[src/rtl/alu_pkg.sv]
// Shared definitions for the ALU initiator controller.
//   - ALU op code constants (add/sub/mul/div; codes with bit 2 set are unsupported)
//   - controller FSM state encoding
//   - settle counter and statistics counter widths
package alu_pkg;

  localparam logic [2:0] OP_ADD = 3'b000;
  localparam logic [2:0] OP_SUB = 3'b001;
  localparam logic [2:0] OP_MUL = 3'b010;
  localparam logic [2:0] OP_DIV = 3'b011;

  typedef enum logic [1:0] {
    StIdle,
    StWait,
    StResp
  } ctrl_state_e;

  // Settle counter holds SETTLE_CYCLES-1, so 4 bits cover the legal range 1..15.
  localparam int unsigned CNT_WIDTH  = 4;
  localparam int unsigned STAT_WIDTH = 16;

  // Op codes 100-111 have no ALU implementation behind them.
  function automatic logic op_unsupported(input logic [2:0] op);
    return op[2];
  endfunction

endpackage

[src/rtl/alu_ctrl_stats.sv]
// Saturating retire/error counters for the ALU controller.
// Ports:
//   clk, rst            clock, asynchronous active-high reset
//   retire              a response is retired this cycle (rsp_valid && rsp_ready)
//   retire_err          the retiring response carries an error
//   stat_ops            count of retired responses, saturates at all-ones
//   stat_errs           count of retired error responses, saturates at all-ones
module alu_ctrl_stats
  import alu_pkg::*;
(
  input  logic                  clk,
  input  logic                  rst,
  input  logic                  retire,
  input  logic                  retire_err,
  output logic [STAT_WIDTH-1:0] stat_ops,
  output logic [STAT_WIDTH-1:0] stat_errs
);

  always_ff @(posedge clk or posedge rst) begin
    if (rst) begin
      stat_ops  <= '0;
      stat_errs <= '0;
    end else begin
      if (retire && (stat_ops != '1)) begin
        stat_ops <= stat_ops + 1'b1;
      end
      if (retire && retire_err && (stat_errs != '1)) begin
        stat_errs <= stat_errs + 1'b1;
      end
    end
  end

endmodule

[src/rtl/alu_ctrl.sv]
// Initiator-side controller for the combinational ALU.
// Takes requests on a valid/ready channel, drives the ALU from registers, holds them for
// SETTLE_CYCLES cycles, then captures result/zero/error onto a valid/ready response channel.
// Optional feature: define ALU_CTRL_STATS_EN to add the stat_ops/stat_errs counters.
// Ports:
//   clk, rst                                  clock, asynchronous active-high reset
//   req_valid/req_ready/req_a/req_b/req_op/req_poison   request channel
//   alu_in0/alu_in1/alu_op/alu_nvalid_data    registered ALU drive
//   alu_out/alu_zero/alu_error                ALU outputs
//   rsp_valid/rsp_ready/rsp_result/rsp_zero/rsp_error/rsp_op   response channel
//   stat_ops/stat_errs                        (ALU_CTRL_STATS_EN only) retire counters
// SETTLE_CYCLES must lie in 1..15.
module alu_ctrl
  import alu_pkg::*;
#(
  parameter int unsigned WIDTH         = 8,
  parameter int unsigned SETTLE_CYCLES = 1
) (
  input  logic                  clk,
  input  logic                  rst,
  input  logic                  req_valid,
  output logic                  req_ready,
  input  logic [WIDTH-1:0]      req_a,
  input  logic [WIDTH-1:0]      req_b,
  input  logic [2:0]            req_op,
  input  logic                  req_poison,
  output logic [WIDTH-1:0]      alu_in0,
  output logic [WIDTH-1:0]      alu_in1,
  output logic [2:0]            alu_op,
  output logic                  alu_nvalid_data,
  input  logic [2*WIDTH-1:0]    alu_out,
  input  logic                  alu_zero,
  input  logic                  alu_error,
  output logic                  rsp_valid,
  input  logic                  rsp_ready,
  output logic [2*WIDTH-1:0]    rsp_result,
  output logic                  rsp_zero,
  output logic                  rsp_error,
  output logic [2:0]            rsp_op
`ifdef ALU_CTRL_STATS_EN
  ,
  output logic [STAT_WIDTH-1:0] stat_ops,
  output logic [STAT_WIDTH-1:0] stat_errs
`endif
);

  localparam logic [CNT_WIDTH-1:0] CNT_INIT = CNT_WIDTH'(SETTLE_CYCLES - 1);

  ctrl_state_e          state_q, state_d;
  logic [CNT_WIDTH-1:0] cnt_q, cnt_d;
  logic                 load;     // latch a new request into the ALU drive registers
  logic                 capture;  // sample the ALU outputs into the response registers
  logic                 retire;   // response handed off this cycle
  logic                 err;

  // Unsupported ops are flagged here so the undriven ALU output never leaks out.
  assign err = alu_error | op_unsupported(alu_op);

  assign rsp_valid = (state_q == StResp);

  always_comb begin
    state_d   = state_q;
    cnt_d     = cnt_q;
    load      = 1'b0;
    capture   = 1'b0;
    retire    = 1'b0;
    req_ready = 1'b0;
    unique case (state_q)
      StIdle: begin
        req_ready = 1'b1;
        if (req_valid) begin
          load    = 1'b1;
          state_d = StWait;
        end
      end
      StWait: begin
        if (cnt_q == '0) begin
          capture = 1'b1;
          state_d = StResp;
        end else begin
          cnt_d = cnt_q - 1'b1;
        end
      end
      StResp: begin
        // A new request may load on the same edge the response retires.
        req_ready = rsp_ready;
        if (rsp_ready) begin
          retire = 1'b1;
          if (req_valid) begin
            load    = 1'b1;
            state_d = StWait;
          end else begin
            state_d = StIdle;
          end
        end
      end
      default: state_d = StIdle;
    endcase
    if (load) begin
      cnt_d = CNT_INIT;
    end
  end

  always_ff @(posedge clk or posedge rst) begin
    if (rst) begin
      state_q <= StIdle;
      cnt_q   <= '0;
    end else begin
      state_q <= state_d;
      cnt_q   <= cnt_d;
    end
  end

  // ALU drive registers: nvalid_data stays high whenever nothing is in flight.
  always_ff @(posedge clk or posedge rst) begin
    if (rst) begin
      alu_in0         <= '0;
      alu_in1         <= '0;
      alu_op          <= '0;
      alu_nvalid_data <= 1'b1;
    end else if (load) begin
      alu_in0         <= req_a;
      alu_in1         <= req_b;
      alu_op          <= req_op;
      alu_nvalid_data <= req_poison;
    end else if (retire) begin
      alu_nvalid_data <= 1'b1;
    end
  end

  always_ff @(posedge clk or posedge rst) begin
    if (rst) begin
      rsp_result <= '0;
      rsp_zero   <= 1'b0;
      rsp_error  <= 1'b0;
      rsp_op     <= '0;
    end else if (capture) begin
      rsp_result <= err ? '0 : alu_out;
      rsp_zero   <= err ? 1'b0 : alu_zero;
      rsp_error  <= err;
      rsp_op     <= alu_op;
    end
  end

`ifdef ALU_CTRL_STATS_EN
  alu_ctrl_stats u_stats (
    .clk       (clk),
    .rst       (rst),
    .retire    (retire),
    .retire_err(rsp_error),
    .stat_ops  (stat_ops),
    .stat_errs (stat_errs)
  );
`endif

endmodule
[config.mk]
export PLATFORM = sky130hd
export DESIGN_NAME = alu_ctrl
export DESIGN_NICKNAME = d
export VERILOG_FILES = /design/src/rtl/alu_pkg.sv /design/src/rtl/alu_ctrl_stats.sv /design/src/rtl/alu_ctrl.sv
export SDC_FILE = /design/constraint.sdc
export NUM_CORES = 1
export LEC_CHECK = 0
export ABC_AREA = 0
export ABC_CLOCK_PERIOD_IN_PS = 2100
export CORE_ASPECT_RATIO = 0.8
export CORE_MARGIN = 10
export CORE_UTILIZATION = 34
export DETAILED_ROUTE_END_ITERATION = 12
export GPL_TIMING_DRIVEN = 0
export PLACE_DENSITY = 0.63
export SLEW_MARGIN = 5
export SYNTH_ARGS = -nofsm -noshare
export SYNTH_HDL_FRONTEND = slang
export SYNTH_SLANG_ARGS = --single-unit
[constraint.sdc]
create_clock -name clk -period 2.1 [get_ports clk]
set_input_delay 0.315 -clock clk [delete_from_list [all_inputs] [get_ports clk]]
set_output_delay 0.315 -clock clk [all_outputs]
set_load 0.01 [all_outputs]
; ---- After elaboration in Yosys (flattened, before gate mapping)
; Index checks and enable logic that the tools add are counted.
[word_totals]
reg_bits = 47
inputBits = 42
out_inout_bits = 43
elab_cells = 44
[classes]
addsub = 1
eq_ne = 6
n_mux = 20
bitwise = 1
reduce_logical = 6
[op_table]
columns = op, count
row1 = 2-to-1 mux 16 bit, 1
row2 = 2-to-1 mux 4 bit, 3
row3 = 2-to-1 mux 1 bit, 10
row4 = 2-to-1 mux 2 bit, 3
row5 = "!= test 2 bit, second input constant", 3
row6 = one-hot mux 2 bit (3 select lines), 1
row7 = zero test 4 bit, 1
row8 = one-hot mux 1 bit (2 select lines), 2
row9 = nonzero test 2 bit, 2
row10 = "subtractor 4 x 1 -> 4 bit, second input constant", 1
row11 = AND reduction 3 bit, 1
row12 = "== test 2 x 1 -> 1 bit, second input constant", 1
row13 = "== test 2 bit, second input constant", 1
row14 = zero test 2 bit, 1
row15 = "!= test 2 x 1 -> 1 bit, second input constant", 1
row16 = AND reduction 2 bit, 1
row17 = OR 1 bit, 1

; ---- Longest topological paths before layout
; Gate-level depths: netlist (run 1).
[logic_depth]
word_depth = 5
depth_mapped = 6
mapped_depth_nobuf = 5

; ---- Worst setup path after synthesis (run 1)
; OpenSTA, ideal clock, no wires.
[synth_timing]
path_type = register to register
from = register cnt_q[0]
to = register rsp_op[2]
setup_time_ns = 0.125
t_arrival_ns = 1.330
slack_ns = 0.645
stages_incl_launch_ff = 7
path_buffers = 1
path_cell_list = dfrtp_1 -> inv_1 -> ha_1 -> nor2b_1 -> nand2_2 -> buf_6 -> mux2_4
[synth_via]
elab_chain_cells = 3
[synth_rtl]
columns = item, line_no
row1 = "start, declared", alu_ctrl.sv:50  ; logic [CNT_WIDTH-1:0] cnt_q, cnt_d;
row2 = "start signal, assigned", alu_ctrl.sv:110  ; cnt_q <= cnt_d;
row3 = zero test 4 bit, alu_ctrl.sv:77  ; if (cnt_q == '0) begin
row4 = 2-to-1 mux 1 bit, alu_ctrl.sv:77
row5 = 2-to-1 mux 1 bit, alu_ctrl.sv:68  ; unique case (state_q)
row6 = "end signal, assigned", alu_ctrl.sv:141  ; rsp_op <= alu_op;
row7 = "end, declared", alu_ctrl.sv:39  ; output logic [2:0] rsp_op
; Every way passes these cells.
; A chain may end at the register's enable or synchronous reset.

; ---- Worst setup path in the final report (run 1)
[layout_timing]
from = input port rsp_ready
to = output port req_ready
[layout_via]
elab_chain_cells = 1
[layout_rtl]
columns = item, line_no
row1 = "start, declared", alu_ctrl.sv:35  ; input logic rsp_ready,
row2 = one-hot mux 1 bit (2 select lines), alu_ctrl.sv:68
row3 = "end, declared", alu_ctrl.sv:22  ; output logic req_ready,
; Every way passes these cells.

==> results of run 1 <==
sequential cells by signal (all words and copies together) (netlist names):
| register | count |
|---|---|
| alu_in0 | 8 |
| alu_in1 | 8 |
| alu_nvalid_data | 1 |
| alu_op | 3 |
| cnt_q | 4 |
| rsp_error | 1 |
| rsp_op | 3 |
| rsp_result | 16 |
| rsp_zero | 1 |
| state_q | 2 |
logic make-up after synthesis:
| group | Yosys count | synth area share [%] |
|---|---|---|
| buffers and inverters | 28 | 6.40 |
| AO/OA/AOI/OAI | 10 | 2.74 |
| AND/OR/NAND/NOR | 35 | 9.14 |
| multiplexers | 41 | 22.0 |
| flip-flops | 47 | 58.5 |
| adder cells (fa/ha/maj) | 2 | 1.24 |
layer usage:
layer | wire length (um) | GRT usage, % | part of all wire, %
met5 | 0 | 0 | 0
met4 | 31 | 2.58 | 0.63
met3 | 490 | 5.74 | 10
met2 | 2280 | 16.9 | 46
met1 | 2110 | 12.9 | 43
worst max-delay path, delay by kind of cell:
kind / cells / cell delay [ps]
buffers and inverters: 2 / 1050
AND/OR/NAND/NOR: 2 / 330
final timing paths:
path | end | slack [ps] | start | depth (start not counted)
min in group clk | alu_in0[7] | 510 | alu_in0[7] | 1
min reg2reg | alu_in0[7] | 510 | alu_in0[7] | 1
min | alu_in1[3] | 310 | rst | 2
max reg2reg | rsp_op[2] | 450 | cnt_q[0] | 6
max in group asynchronous | alu_nvalid_data | 1220 | rst | 3
max | req_ready | 80 | rsp_ready | 4
through the flow:
| stage | total power [mW] | setup TNS [ps] | cell area (um^2) | util, % |
|---|---|---|---|---|
| floorplan | 2.63 | 0 | 2010 | - |
| global placement | 3.71 | -18280 | 2950 | 52.8 |
| detailed placement | 3.75 | 0 | 2970 | 53.2 |
| CTS | 4.30 | 0 | 3050 | 54.7 |
| global route | 4.54 | 0 | 3050 | 54.7 |
| finish | 4.20 | 0 | 3050 | 54.7 |
where the power goes:
part,internal [mW],switching [mW],total [mW]
clock network,0.228,0.295,0.523
logic,1.24,0.875,2.12
registers,1.33,0.236,1.56
total,2.80,1.41,4.20
area by class of cell:
cell class,count,area share (%)
Clock buffer,5,2.25
Sequential cell,47,38.5
Tap cell,78,3.20
Timing Repair Buffer,85,28.2
Multi-Input combinational cell,88,23.1
Buffer,5,1.39
Inverter,23,2.83
Clock inverter,3,0.492
cell usage in the layout (no fill, tap or decap), drive strengths merged:
master | Yosys | layout
dfstp | 1 | 1
o41ai | 1 | 1
ha | 2 | 2
mux2i | 19 | 19
nand3b | 1 | 1
and2b | 1 | 1
or3 | 3 | 3
nand2 | 19 | 19
clkbuf | 1 | 6
nand2b | 3 | 3
nand4 | 1 | 1
inv | 23 | 23
dfrtp | 46 | 46
clkdlybuf4s50 | 0 | 84
o22ai | 1 | 1
nor2 | 4 | 4
a21oi | 5 | 5
mux2 | 22 | 22
nor3b | 2 | 2
nor2b | 1 | 1
o21ai | 3 | 3
clkinv | 0 | 3
buf | 4 | 5
==> metrics.md, run 1 <==
| Metric | Value |
|---|---|
| Outcome | `completed` |
| Yosys warning count | `0` |
| Sink Count | `47` |
| Clock tree from TritonCTS | `built` |
| Power per Cell Area | `1380 mW/mm^2` |
| Cell area after technology mapping | `0.00201 mm^2` |
| Top cell by count, worst path | `sky130_fd_sc_hd__clkdlybuf4s50_1` |
| Cell with the most instances after synthesis | `sky130_fd_sc_hd__dfrtp_1` |
| Number of H-tree levels | `2` |
| Gates resized, CTS repair | `0` |
| Number of storage elements in the synthesis netlist | `47` |
| Post-DR wirelength/cell | `14.7 um` |
| Grt total ovfl | `0` |
| Main area contributors after synthesis | `sky130_fd_sc_hd__dfrtp_1 57%, sky130_fd_sc_hd__mux2_2 12%, sky130_fd_sc_hd__mux2i_1 9.5%` |
| Leakage power summed over all cells | `1.38 nW` |
| Peak ir drop on the vdd network | `0.628 mV` |
| Post-CTS setup buffer count | `0` |
| Minimum period implied by the final worst setup slack | `2020 ps` |
| Deepest clock path buffer count | `2` |
| Post-Synthesis Cells | `163` |
| Total area of multi-input combinational cells | `706 um^2` |
| Ant. Diodes | `0` |
| Maximum fanout along the worst path | `3` |
| Via-per-instance ratio | `4.46` |
| Number of nets in the layout | `299` |
| DRC viols | `0` |
| Initial DRC count | `28` |
| I/O pin count | `85` |
| Layout cells sized above 1 | `16.0%` |
| Vert. Die Dim | `88.8 um` |
| Synth-to-layout area growth | `51.8%` |
| Number of antenna violations at the first check in global routing | `0` |
| Period Utilization, post-route | `96.2%` |
| Top cell type by total area after synthesis | `sky130_fd_sc_hd__dfrtp_1` |
| Final-layout worst hold slack | `315 ps` |
| Worst slack after detailed placement | `77.6 ps` |
| Cell Count Post-Placement | `326` |
| Area share of the leading cell type in the synthesized netlist | `57.2%` |
| Remaining number of nets flagged by the antenna check after routing | `0` |
| Post-synth EDFFs | `0` |
| Final GP Congestion | `0.739` |
| Transition time of the tightest slew-check pin | `474 ps` |
| Clk_lat worst skew | `290 ps` |
| Startpoint class of the critical path | `input port` |
| Routed Wire Length | `4920 um` |
| Fill count | `517` |
| Critical setup path kind | `input port to output pin` |
| Clock-pin slew on the worst setup and hold paths | `90 ps` |
| Placeable core region | `0.00559 mm^2` |
| Asr flop ratio synth | `100%` |
| Max_cap viols | `0` |
| Root cell of the clock tree | `sky130_fd_sc_hd__clkbuf_8` |
| Kind of path behind the tightest hold check | `input port to asynchronous set/reset pin` |
| Synth cell types | `27` |
| Critical path capture point type | `output pin` |
| Count of buffers inserted at the top-level ports | `84` |
| Top cells by instance count after synthesis | `46 x sky130_fd_sc_hd__dfrtp_1, 23 x sky130_fd_sc_hd__inv_1, 21 x sky130_fd_sc_hd__mux2_2` |
| Sequential area share after synthesis | `58.5%` |
| Setup violators final | `0` |
| Cell at the slowest stage of the critical path | `sky130_fd_sc_hd__clkdlybuf4s50_1` |
| Setup repair after global routing missed its margin | `no` |
| Vias in the first global route | `1620` |
| Count of hold buffers inserted by post-cts repair | `0` |
| Synthesized area per cell | `12.3 um^2` |
| Dominant synthesized flop cell | `sky130_fd_sc_hd__dfrtp_1` |
| Half-perimeter wire length of the detailed placement result | `3830 um` |
| Number of buffers inserted during clock tree synthesis | `5` |
| Crit-path max cell delay | `550 ps` |
| Worst setup slack after layout | `80.1 ps` |
| Final Skew | `7.45 ps` |
| Reg area | `0.00118 mm^2` |
| Layout Cells excl Fill | `334` |
| Count of endpoints failing hold in the final timing report | `0` |
| WP data required | `1780 ps` |
| Pin count of the biggest net entering global routing | `33` |
| Iteration count of the initial detailed-routing pass | `2` |
| Worst path cell trace | `clkdlybuf4s50_1, and2b_1, nor2_1, clkdlybuf4s50_1` |
| GRT Overall Usage | `10.8%` |
| FP Rows | `24` |
| Initial core utilization | `36.0%` |
| Signal arrival time at the worst endpoint | `1700 ps` |
| Fmax achieved | `0.495 GHz` |
| First-pass GRT wire length | `8210 um` |
| Net count of the mapped netlist | `207` |
| Area enclosed by the die boundary | `0.00941 mm^2` |
| Via Count | `1490` |
| Rel. slew slack | `68.4%` |
| Final Max Tran Viols | `0` |
| Overall die width | `106 um` |
Power figures use the tool's default switching activity.
==> inputs of run 2 (changes only) <==
- CORE_UTILIZATION: 34 -> 42
- PLACE_DENSITY: 0.63 -> 0.76
==> run 2 against run 1 <==
Maximum frequency rose by 8.4%; count of clock-buffer cells in the layout rose by 2; via count fell by 0.54%; sequential power barely moved; global-route usage rose by 1.7 points; highest routed layer unchanged.
==> metrics.md, run 2 (synthesis gave the netlist of run 1 again) <==
| Metric | Value |
|---|---|
| Outcome | `completed` |
| Register bank with the most flops | `rsp_result` |
| Transition time of the tightest slew-check pin | `450 ps` |
| Vert. Die Dim | `81.9 um` |
| Ant. Diodes | `0` |
| Buffers and inverters on the worst path | `2` |
| I/O pin count | `85` |
| Layout cells sized above 1 | `16.0%` |
| Top cell family by delay on the critical path | `buffers and inverters` |
| Max_cap viols | `0` |
| Setup violators final | `0` |
| Leakage power summed over all cells | `1.39 nW` |
| Peak ir drop on the vdd network | `0.726 mV` |
| Overall power consumption | `4.28 mW` |
| Signal arrival time at the worst endpoint | `1550 ps` |
| Commonest non-fill, non-tap cell in the layout | `sky130_fd_sc_hd__clkdlybuf4s50_1` |
| Root cell of the clock tree | `sky130_fd_sc_hd__clkbuf_8` |
| Grt total ovfl | `0` |
| Vias in the first global route | `1600` |
| Cell at the slowest stage of the critical path | `sky130_fd_sc_hd__clkdlybuf4s50_1` |
| Area enclosed by the die boundary | `0.00798 mm^2` |
| Initial core utilization | `43.8%` |
| Kind of path behind the tightest hold check | `input port to asynchronous set/reset pin` |
| Clk_lat worst skew | `300 ps` |
| DRC viols | `0` |
| Critical path capture point type | `output pin` |
| Registers with the highest flip-flop counts | `rsp_result x16, alu_in0 x8, alu_in1 x8` |
| Critical setup path kind | `flop to output pin` |
| Initial DRC count | `29` |
| Count of endpoints failing hold in the final timing report | `0` |
| Final GP Congestion | `0.735` |
| WP data required | `1780 ps` |
| Deepest clock path buffer count | `2` |
| Via Count | `1482` |
| Final Max Tran Viols | `0` |
| Fmax achieved | `0.537 GHz` |
| Clock-pin slew on the worst setup and hold paths | `90 ps` |
| Synth-to-layout area growth | `51.8%` |
| Number of buffers inserted during clock tree synthesis | `5` |
| Final Skew | `13.1 ps` |
| Pin count of the biggest net entering global routing | `38` |
| GRT Overall Usage | `12.5%` |
| Post-CTS setup buffer count | `0` |
| Startpoint class of the critical path | `flop` |
| Reg-to-Reg Start | `cnt_q[0]` |
| Setup repair after global routing missed its margin | `no` |
| Number of H-tree levels | `2` |
| Number of cells on the worst reg-to-reg path | `6` |
| Critical Path Source | `state_q[0]` |
| Remaining number of nets flagged by the antenna check after routing | `0` |
| Half-perimeter wire length of the detailed placement result | `3880 um` |
| Clock tree from TritonCTS | `built` |
| Post-route cell area | `0.00305 mm^2` |
| Worst path cell trace | `nand2b_1, inv_1, clkdlybuf4s50_1` |
| Flop2flop setup slack | `500 ps` |
| Crit-path max cell delay | `550 ps` |
| Number of antenna violations at the first check in global routing | `0` |
| Power per Cell Area | `1400 mW/mm^2` |
| Via-per-instance ratio | `4.69` |
| Maximum fanout along the worst path | `6` |
| Routed Wire Length | `4910 um` |
| Iteration count of the initial detailed-routing pass | `4` |
| Rel. slew slack | `69.9%` |
| Overall die width | `97.4 um` |
| First-pass GRT wire length | `7960 um` |
| Logic depth of the worst path, buffers included | `3` |
| R2R Path End | `rsp_op[2]` |
| Placeable core region | `0.00460 mm^2` |
| Instance area at placement | `0.00295 mm^2` |
| Count of buffers inserted at the top-level ports | `84` |
| Number of nets in the layout | `299` |
| Largest register FFs | `16` |
| FP Rows | `22` |
| Most used cells in the layout excluding fill and tap cells | `83 x sky130_fd_sc_hd__clkdlybuf4s50_1, 46 x sky130_fd_sc_hd__dfrtp_1, 22 x sky130_fd_sc_hd__inv_1, 21 x sky130_fd_sc_hd__mux2_2, 19 x sky130_fd_sc_hd__mux2i_1` |
| Post-DR wirelength/cell | `15.5 um` |
| Period Utilization, post-route | `88.7%` |
| Minimum period implied by the final worst setup slack | `1860 ps` |
| Sink Count | `47` |
[run 2: cell count changes in the layout (fill, tap and decap cells not counted)]
cell                              before  now
sky130_fd_sc_hd__clkinv_2              3    0
sky130_fd_sc_hd__clkbuf_8              5    7
sky130_fd_sc_hd__clkdlybuf4s50_1      84   83
sky130_fd_sc_hd__clkinvlp_4            0    1
sky130_fd_sc_hd__dlymetal6s2s_1        0    1
[run 2: layer usage]
metal | global-route usage, % | up-vias | part of all wire [%]
met2 | 20.1 | 46 | 47
met3 | 5.79 | 7 | 8.8
met4 | 5.65 | 0 | 1.8
met1 | 14.1 | 716 | 42
li1 | - | 713 | -
met5 | 0 | - | 0
[run 2: layout make-up]
class	instances	area [um^2]
plain buffers	5	42.5
clock buffers	7	96.3
clock inverters	1	7.51
fillers	382	1540
inverters	23	86.3
multi-input cells	88	706
flip-flops and latches	47	1180
well taps	60	75.1
repair buffers	85	863
[run 2: worst max-delay path by stage]
stage                    end
6_report           rsp_valid
2_1_floorplan      rsp_op[2]
3_5_place_dp       req_ready
4_1_cts            req_ready
5_1_grt            rsp_valid
3_3_place_gp   rsp_result[3]
[run 2: report_power, final]
group          internal (mW)  leakage (nW)  switching (mW)
combinational           1.24         0.758           0.871
sequential              1.33         0.586           0.236
clock                  0.300        0.0505           0.310
total                   2.86          1.39            1.42
[run 2: through the flow]
stage / TNS [ps] / setup WS [ps] / hold slack [ps] / utilization, % / instances
floorplan: 0 / 645 / 412 / - / 163
global placement: -14490 / -317 / 488 / 63.7 / 307
detailed placement: 0 / 59.4 / 493 / 64.1 / 308
CTS: 0 / 57.8 / 267 / 66.4 / 316
global route: 0 / 139 / 280 / 66.4 / 316
finish: 0 / 237 / 262 / 66.4 / 316
[run 2: repair_timing]
| item | in CTS | in global routing |
|---|---|---|
| hold buffers | 0 | 0 |
| setup endpoints to repair | 0 | 1 |
| gates resized for setup | 0 | 1 |
